`src/rtl/alu_src_ctrl_fsm.sv`:
```
// Multicycle control FSM: steps add/sub/and/or/slt/addi/lw/sw/beq/j through fetch..writeback.
// Define ALU_SRC_CTRL_BNE_EN to add bne (opcode 0x05) through a BRANCH_NE state.
module alu_src_ctrl_fsm #(
    parameter int unsigned MEM_WAIT = 2  // extra memory wait cycles, 0..15
) (
    input  logic       clk,
    input  logic       reset,
    input  logic [5:0] opcode,
    input  logic [5:0] funct,
    input  logic       alu_zero,
    output logic       pc_write,
    output logic       iord,
    output logic       mem_wr,
    output logic       ir_write,
    output logic       reg_write,
    output logic       reg_dst,
    output logic       mem_to_reg,
    output logic       alu_src_a,
    output logic [1:0] alu_src_b,
    output logic [2:0] alu_op,
    output logic       alu_out_write,
    output logic [1:0] pc_source,
    output logic       halt,
    output logic [3:0] state_out
);

    localparam logic [5:0] OP_RTYPE = 6'h00;
    localparam logic [5:0] OP_ADDI  = 6'h08;
    localparam logic [5:0] OP_LW    = 6'h23;
    localparam logic [5:0] OP_SW    = 6'h2B;
    localparam logic [5:0] OP_BEQ   = 6'h04;
    localparam logic [5:0] OP_J     = 6'h02;
`ifdef ALU_SRC_CTRL_BNE_EN
    localparam logic [5:0] OP_BNE   = 6'h05;
`endif

    localparam logic [5:0] FN_ADD = 6'h20;
    localparam logic [5:0] FN_SUB = 6'h22;
    localparam logic [5:0] FN_AND = 6'h24;
    localparam logic [5:0] FN_OR  = 6'h25;
    localparam logic [5:0] FN_SLT = 6'h2A;

    localparam logic [2:0] ALU_NONE = 3'b000;
    localparam logic [2:0] ALU_ADD  = 3'b001;
    localparam logic [2:0] ALU_SUB  = 3'b010;
    localparam logic [2:0] ALU_AND  = 3'b011;
    localparam logic [2:0] ALU_OR   = 3'b100;
    localparam logic [2:0] ALU_SLT  = 3'b111;

    localparam logic [3:0] WAIT_LOAD = 4'(MEM_WAIT);

    // The low nibble is the debug code on state_out. ADDR shares EXEC_I's code (identical
    // outputs, told apart by the stable opcode) and BRANCH_NE shares BRANCH's, so 18 states fit.
    typedef enum logic [4:0] {
        S_RST         = 5'h00,
        S_FETCH       = 5'h01,
        S_FETCH_WAIT  = 5'h02,
        S_FETCH_LATCH = 5'h03,
        S_DECODE      = 5'h04,
        S_EXEC_R      = 5'h05,
        S_WB_R        = 5'h06,
        S_EXEC_I      = 5'h07,
        S_WB_I        = 5'h08,
        S_MEM_RD      = 5'h09,
        S_MEM_WAIT    = 5'h0A,
        S_WB_M        = 5'h0B,
        S_MEM_WR      = 5'h0C,
        S_BRANCH      = 5'h0D,
        S_JUMP        = 5'h0E,
        S_HALT        = 5'h0F,
        S_ADDR        = 5'h17,
        S_BRANCH_NE   = 5'h1D
    } state_e;

    typedef struct packed {
        logic       pc_write;
        logic       iord;
        logic       mem_wr;
        logic       ir_write;
        logic       reg_write;
        logic       reg_dst;
        logic       mem_to_reg;
        logic       alu_src_a;
        logic [1:0] alu_src_b;
        logic [2:0] alu_op;
        logic       alu_out_write;
        logic [1:0] pc_source;
        logic       halt;
    } ctrl_t;

    localparam ctrl_t CTRL_IDLE = '{alu_src_b: 2'b01, default: '0};

    state_e     state_q, state_d;
    logic [3:0] cnt_q, cnt_d;
    ctrl_t      ctrl_q;

    function automatic logic [2:0] r_alu_op(input logic [5:0] f);
        case (f)
            FN_ADD:  return ALU_ADD;
            FN_SUB:  return ALU_SUB;
            FN_AND:  return ALU_AND;
            FN_OR:   return ALU_OR;
            FN_SLT:  return ALU_SLT;
            default: return ALU_NONE;
        endcase
    endfunction

    // Moore output decode for a state; the branch pc_write is added combinationally below.
    function automatic ctrl_t ctrl_of(input state_e s, input logic [5:0] f);
        ctrl_t c;
        c = CTRL_IDLE;
        case (s)
            S_FETCH_LATCH: begin
                c.ir_write  = 1'b1;
                c.alu_src_a = 1'b0;
                c.alu_src_b = 2'b01;
                c.alu_op    = ALU_ADD;
                c.pc_source = 2'b00;
                c.pc_write  = 1'b1;
            end
            S_DECODE: begin
                c.alu_src_b     = 2'b11;
                c.alu_op        = ALU_ADD;
                c.alu_out_write = 1'b1;
            end
            S_EXEC_R: begin
                c.alu_src_a     = 1'b1;
                c.alu_src_b     = 2'b10;
                c.alu_op        = r_alu_op(f);
                c.alu_out_write = 1'b1;
            end
            S_WB_R: begin
                c.reg_write = 1'b1;
                c.reg_dst   = 1'b1;
            end
            S_EXEC_I, S_ADDR: begin
                c.alu_src_a     = 1'b1;
                c.alu_src_b     = 2'b00;
                c.alu_op        = ALU_ADD;
                c.alu_out_write = 1'b1;
            end
            S_WB_I:                c.reg_write = 1'b1;
            S_MEM_RD, S_MEM_WAIT:  c.iord = 1'b1;
            S_WB_M: begin
                c.reg_write  = 1'b1;
                c.mem_to_reg = 1'b1;
            end
            S_MEM_WR: begin
                c.iord   = 1'b1;
                c.mem_wr = 1'b1;
            end
            S_BRANCH, S_BRANCH_NE: begin
                c.alu_src_a = 1'b1;
                c.alu_src_b = 2'b10;
                c.alu_op    = ALU_SUB;
                c.pc_source = 2'b01;
            end
            S_JUMP: begin
                c.pc_source = 2'b10;
                c.pc_write  = 1'b1;
            end
            S_HALT:  c.halt = 1'b1;
            default: c = CTRL_IDLE;
        endcase
        return c;
    endfunction

    always_comb begin
        // NOTE: defaults first so every path assigns state_d/cnt_d and no latch is inferred.
        state_d = state_q;
        cnt_d   = cnt_q;
        case (state_q)
            S_RST:         state_d = S_FETCH;
            S_FETCH:       state_d = S_FETCH_WAIT;
            S_FETCH_WAIT: begin
                if (cnt_q == 4'd0) state_d = S_FETCH_LATCH;
                else               cnt_d   = cnt_q - 4'd1;
            end
            S_FETCH_LATCH: state_d = S_DECODE;
            S_DECODE: begin
                case (opcode)
                    OP_RTYPE:      state_d = S_EXEC_R;
                    OP_ADDI:       state_d = S_EXEC_I;
                    OP_LW, OP_SW:  state_d = S_ADDR;
                    OP_BEQ:        state_d = S_BRANCH;
                    OP_J:          state_d = S_JUMP;
`ifdef ALU_SRC_CTRL_BNE_EN
                    OP_BNE:        state_d = S_BRANCH_NE;
`endif
                    default:       state_d = S_HALT;
                endcase
            end
            S_EXEC_R:      state_d = (r_alu_op(funct) == ALU_NONE) ? S_HALT : S_WB_R;
            S_EXEC_I:      state_d = S_WB_I;
            S_ADDR: begin
                if (opcode == OP_LW)      state_d = S_MEM_RD;
                else if (opcode == OP_SW) state_d = S_MEM_WR;
                else                      state_d = S_HALT;
            end
            S_MEM_RD:      state_d = S_MEM_WAIT;
            S_MEM_WAIT: begin
                if (cnt_q == 4'd0) state_d = S_WB_M;
                else               cnt_d   = cnt_q - 4'd1;
            end
            S_WB_R, S_WB_I, S_WB_M, S_MEM_WR,
            S_BRANCH, S_BRANCH_NE, S_JUMP:
                           state_d = S_FETCH;
            S_HALT:        state_d = S_HALT;
            default:       state_d = S_HALT;
        endcase
        if (state_d == S_FETCH || state_d == S_MEM_RD) cnt_d = WAIT_LOAD;
    end

    // Outputs are registered from the next state, so they are Moore in timing and the
    // asynchronous reset clears every strobe at once rather than at the next edge.
    always_ff @(posedge clk or negedge reset) begin
        // NOTE: sequential state uses non-blocking assignments only.
        if (!reset) begin
            state_q <= S_RST;
            cnt_q   <= '0;
            ctrl_q  <= CTRL_IDLE;
        end else begin
            state_q <= state_d;
            cnt_q   <= cnt_d;
            ctrl_q  <= ctrl_of(state_d, funct);
        end
    end

    always_comb begin
        pc_write = ctrl_q.pc_write;
        if (state_q == S_BRANCH) pc_write = alu_zero;
`ifdef ALU_SRC_CTRL_BNE_EN
        if (state_q == S_BRANCH_NE) pc_write = ~alu_zero;
`endif
    end

    assign iord          = ctrl_q.iord;
    assign mem_wr        = ctrl_q.mem_wr;
    assign ir_write      = ctrl_q.ir_write;
    assign reg_write     = ctrl_q.reg_write;
    assign reg_dst       = ctrl_q.reg_dst;
    assign mem_to_reg    = ctrl_q.mem_to_reg;
    assign alu_src_a     = ctrl_q.alu_src_a;
    assign alu_src_b     = ctrl_q.alu_src_b;
    assign alu_op        = ctrl_q.alu_op;
    assign alu_out_write = ctrl_q.alu_out_write;
    assign pc_source     = ctrl_q.pc_source;
    assign halt          = ctrl_q.halt;
    assign state_out     = state_q[3:0];

endmodule

```
`config.mk`:
```
export PLATFORM = sky130hd
export DESIGN_NAME = alu_src_ctrl_fsm
export DESIGN_NICKNAME = d
export VERILOG_FILES = /design/src/rtl/alu_src_ctrl_fsm.sv
export SDC_FILE = /design/constraint.sdc
export NUM_CORES = 1
export LEC_CHECK = 0
export CAP_MARGIN = 20
export CORE_UTILIZATION = 25
export DETAILED_ROUTE_END_ITERATION = 10
export RECOVER_POWER = 25
export REMOVE_ABC_BUFFERS = 1
export SETUP_SLACK_MARGIN = 0.15
export SLEW_MARGIN = 20
export SYNTH_ARGS = -nofsm -noshare
export SYNTH_HDL_FRONTEND = slang
export SYNTH_SLANG_ARGS = --single-unit
```
`constraint.sdc`:
```
create_clock -name clk -period 5.2 [get_ports clk]
set_input_delay 1.04 -clock clk [delete_from_list [all_inputs] [get_ports clk]]
set_output_delay 1.04 -clock clk [all_outputs]
set_load 0.005 [all_outputs]
```
=== Yosys cells after proc, flatten, opt, wreduce, memory -nomap -nowiden ===
Index checks and enable logic that the tools add are counted.

* Register bits after elaboration: 26
* Input bits: 15
* Output and inout bits: 21
* Logic and storage cells: 101

* Add/sub/neg operators: 1
* Eq/ne operators: 43
* Mux-type cells: 25
* Reductions and logical operators: 17

{| class="wikitable"
|+ Operators with widths
! cell !! count
|-
| $eq 5x4->1 const B || 15
|-
| $pmux 5 s10 || 1
|-
| $pmux 5 s5 || 2
|-
| $eq 6x6->1 const B || 7
|-
| $eq 5x3->1 const B || 8
|-
| $eq 5x5->1 const B || 4
|-
| $mux 4 || 4
|-
| $eq 5x2->1 const B || 3
|-
| $pmux 3 s5 || 1
|-
| $mux 1 || 11
|-
| $eq 5x1->1 const B || 2
|-
| $mux 5 || 2
|-
| $reduce_or 2->1 || 5
|-
| $reduce_or 8->1 || 1
|-
| $eq 6x2->1 const B || 1
|-
| $eq 6x3->1 const B || 1
|-
| $eq 6x4->1 const B || 1
|-
| $logic_not 6->1 || 1
|-
| $mux 3 || 2
|-
| $reduce_or 3->1 || 2
|-
| $logic_not 5->1 || 1
|-
| $reduce_or 5->1 || 1
|-
| $logic_not 4->1 || 1
|-
| $pmux 2 s2 || 1
|-
| 8 further kinds || 8
|}

=== Depth between registers and ports, before layout ===
* Depth in word-level cells: 10
* Depth in mapped cells: 8
* Mapped depth without buffers: 8

=== Worst setup path after synthesis ===
No wires, ideal clock.

* Kind: input to register
* From: input opcode[2]
* To: register ctrl_q (netlist bit iord)
* Library setup time: 0.124 ns
* Arrival: 2.346 ns
* Required time: 5.076 ns
* Slack: 2.730 ns
* Stages: 7
* Buffers on the path: 1
* Cell sequence: nor2_1 -> and4_1 -> o211ai_2 -> a311o_1 -> buf_6 -> and3_1 -> o31a_1

* Longest elaborated chain between the ends: 7
* Elaborated cells between the ends (all ways): 16
* Those cells by class: 8 x eq/ne; 5 x mux; 3 x reduce/logical

{| class="wikitable"
|+ RTL lines
! element !! RTL line !! text
|-
| start: declaration || 8 || <nowiki>input logic [5:0] opcode,</nowiki>
|-
| $eq 6x6->1, on equally long branches || 181, 196, 197 ||
|-
| $reduce_or 2->1 or $mux 2 (tied branches) || 181, 197 ||
|-
| $pmux 5 s5 or $mux 3 (tied branches) || 181, 196 ||
|-
| $pmux 5 s10 (*) || 172 || <nowiki>case (state_q)</nowiki>
|-
| via state_d[1] || 93 || <nowiki>state_e state_q, state_d;</nowiki>
|-
| $eq 5x4->1 || 112 || <nowiki>case (s)</nowiki>
|-
| $reduce_or 3->1 (no source line) (*) || - ||
|-
| $mux 1 (*) || 112 ||
|-
| end signal: assignment || 225 || <nowiki>ctrl_q <= ctrl_of(state_d, funct);</nowiki>
|-
| end: declaration || 95 || <nowiki>ctrl_t ctrl_q;</nowiki>
|}

Mark *: on every way through the listed nets, which the timed path passes. The rest lies on a longest branch.
A chain may end at the register's enable or synchronous reset.

=== Worst setup path after layout ===
* From: input alu_zero
* To: output pc_write

* Longest elaborated chain between the ends: 1

{| class="wikitable"
|+ RTL lines
! element !! RTL line !! text
|-
| start: declaration || 10 || <nowiki>input logic alu_zero,</nowiki>
|-
| $mux 1 || 231 || <nowiki>if (state_q == S_BRANCH) pc_write = alu_zero;</nowiki>
|-
| end: declaration || 11 || <nowiki>output logic pc_write,</nowiki>
|}

No other way between the ends.

==> impl_metrics.json <==
{
  "finalWirelength_um": 3220,
  "ys_warn_count": 0,
  "final_hold_viol_count": 0,
  "area_growth_pct": 25.6,
  "sw_frac_of_total_pct": 18.4,
  "core_area_mm2": 0.00592,
  "synth.top_cells.by_area": "dfrtp_1 41%, buf_4 5.9%, nor2_1 4.4%",
  "combinationalPowerShare_pct": 5.6,
  "fin_crit_sh_pct": 60.8,
  "cts_setup_buffers": 0,
  "largest_reg_flops": 5,
  "required_ns": 4.16,
  "outcome": "finished, final reports clean",
  "power_switching_w": 0.0000716,
  "overflow": 0,
  "maxSlewHeadroom_pct": 9.50,
  "cts_max_path_buffers": 2,
  "grt_max_degree": 27,
  "hold_path_class": "flop to flop",
  "dp_cells": 255,
  "rows": 28,
  "grt_pass1_wl_um": 5550,
  "vias": 1225,
  "avgSynthCellArea_um2": 9.52,
  "avgViaCountPerCell": 4.73,
  "root_buffer": "clkbuf_8",
  "drv_slew": 0,
  "cap_violations": 0,
  "whs_ns": 0.526,
  "drt.antenna.violating_nets": 0,
  "max_freq_mhz": 316,
  "clk_latency_ns": 0.27,
  "drc": 0,
  "diodes": 0,
  "critPathArrivalTime_ns": 2.12,
  "ir_drop_mv": 0.0977,
  "worstSetupPathType": "input pin to output port",
  "grt_setup_unrepaired": "false",
  "seq_area_frac_synth_pct": 42.5,
  "firstDrtPassIters": 4,
  "end_kind": "output port",
  "nets": 201,
  "setup_viol": 0,
  "final_cell_area_mm2": 0.00192,
  "synth_top_area_share_pct": 40.8,
  "seqPwrFrac_pct": 52.0,
  "layout-drive-gt1-share_pct": 11.4,
  "fp.dieArea_mm2": 0.00645,
  "tightest_slew_ns": 1.36,
  "final_common_cell": "clkdlybuf4s50_1",
  "die_y_um": 80.3,
  "die_w_um": 80.3,
  "p_int_w": 0.000317,
  "ctsHtreeMaxLevel": 1,
  "dp_hpwl_um": 2370,
  "antenna_found_initial": 0,
  "synth_area_leader_cell": "dfrtp_1",
  "fin_tns_setup_ns": 0,
  "layout_common_cells": "34 x clkdlybuf4s50_1, 25 x dfrtp_1, 18 x nor2_1",
  "clock_sinks": 26,
  "period_needed_ns": 3.16,
  "io_buffers": 35,
  "synth-seq-cells": 26,
  "placed_cell_area_mm2": 0.00186,
  "power_w": 0.000388,
  "cts_resized": 0,
  "ctsHoldBuffers": 0,
  "initial_core_util_pct": 25.9,
  "final-instance-count-excl-fill": 259,
  "fin_worst_skew_ns": 0.0107,
  "ioPinCount": 36,
  "cts_tree": "yes",
  "clockPowerShare_pct": 42.4,
  "cp-start-kind": "input pin",
  "drt_iter0_drc": 28,
  "path_max_fanout": 1,
  "synthDistinctLibCells": 48,
  "leakage_nw": 0.761,
  "power.density_mw_per_mm2": 202,
  "cts_buffers": 3,
  "grt_usage_pct": 10.9,
  "synth_area_mm2": 0.00153,
  "place_congestion": 0.791,
  "wl_per_cell_um": 12.4,
  "syn_inst": 161,
  "clkTransAtPathRegs_ns": 0.09,
  "synth-edff-count": 0,
  "grt_pass1_vias": 1226,
  "top_register": "state_q",
  "synthArstFlopShare_pct": 100,
  "yosys_most_used_dff": "dfrtp_1"
}
-- power by group through the flow --
stage / sequential, W / combinational (W) / clock, W
final: 0.000202 / 0.0000216 / 0.000165
after global routing: 0.000202 / 0.0000243 / 0.000177
after CTS: 0.000202 / 0.0000227 / 0.000170
after detailed placement: 0.000206 / 0.0000226 / 0
after global placement: 0.000206 / 0.0000224 / 0
after floorplan: 0.000206 / 0.00000461 / 0
-- cells in the mapped netlist, types with 2 or more instances --
master and n:
dfrtp_1 25, nor2_1 18, buf_4 12, nand2_1 10, a21oi_1 9, nand2b_1 6
nor3_1 6, nor3b_1 6, and3_1 5, inv_1 5, nor2b_1 5, o21ai_1 5
o21ai_0 4, buf_2 3, nand4_1 3, and4_1 2, buf_6 2, inv_2 2
nor3_4 2, o32ai_1 2, or4_1 2
-- through the flow --
stage          util [%]  setup slack [ns]
6_report           32.5              2.04
5_1_grt            32.5              2.00
4_1_cts            32.6              2.03
3_5_place_dp       31.4              2.03
3_3_place_gp       31.4              2.04
2_1_floorplan         -              2.69
-- worst max-delay path: stages --
cell and delay [ns]:
clkdlybuf4s50_1 0.39, mux2_2 0.25, clkdlybuf4s50_1 0.44
-- routing by layer --
metal,up-vias,global-route usage (%),routed length (um)
met5,-,0,0
met4,0,3.21,26
met3,4,1.82,132
met2,37,18.5,1480
met1,574,14.2,1580
li1,610,-,-
-- path summary, 6_finish.rpt --
check | slack (ns) | cells past startpoint | endpoint | from
max | 2.04 | 3 | pc_write | alu_zero
min | 0.53 | 1 | cnt_q[1]$_DFFE_PN0P_ | cnt_q[1]$_DFFE_PN0P_
max reg2reg | 3.01 | 6 | iord$_DFF_PN0_ | state_q[0]$_DFF_PN0_
min reg2reg | 0.53 | 1 | cnt_q[1]$_DFFE_PN0P_ | cnt_q[1]$_DFFE_PN0P_
max in group asynchronous | 2.80 | 2 | state_q[1]$_DFF_PN0_ | reset
min in group asynchronous | 1.60 | 2 | iord$_DFF_PN0_ | reset
-- final cells by class --
| type | instances | area [um2] |
|---|---|---|
| inverters | 7 | 26.3 |
| clock buffers | 3 | 41.3 |
| repair buffers | 36 | 354 |
| well taps | 75 | 93.8 |
| clock inverters | 1 | 30.0 |
| fillers | 596 | 4000 |
| flip-flops and latches | 26 | 652 |
| multi-input cells | 111 | 727 |
-- cells by family after synthesis --
logic type | synth area share [%]
muxes | 1.39
and+or+nand+nor | 28.7
DFF | 42.5
xor gates and xnor gates | 1.14
AOI/OAI and AO/OA | 15.4
buffers and inverters | 10.0
adders and majority gates | 0.816
(Power assumes the default switching activity.)
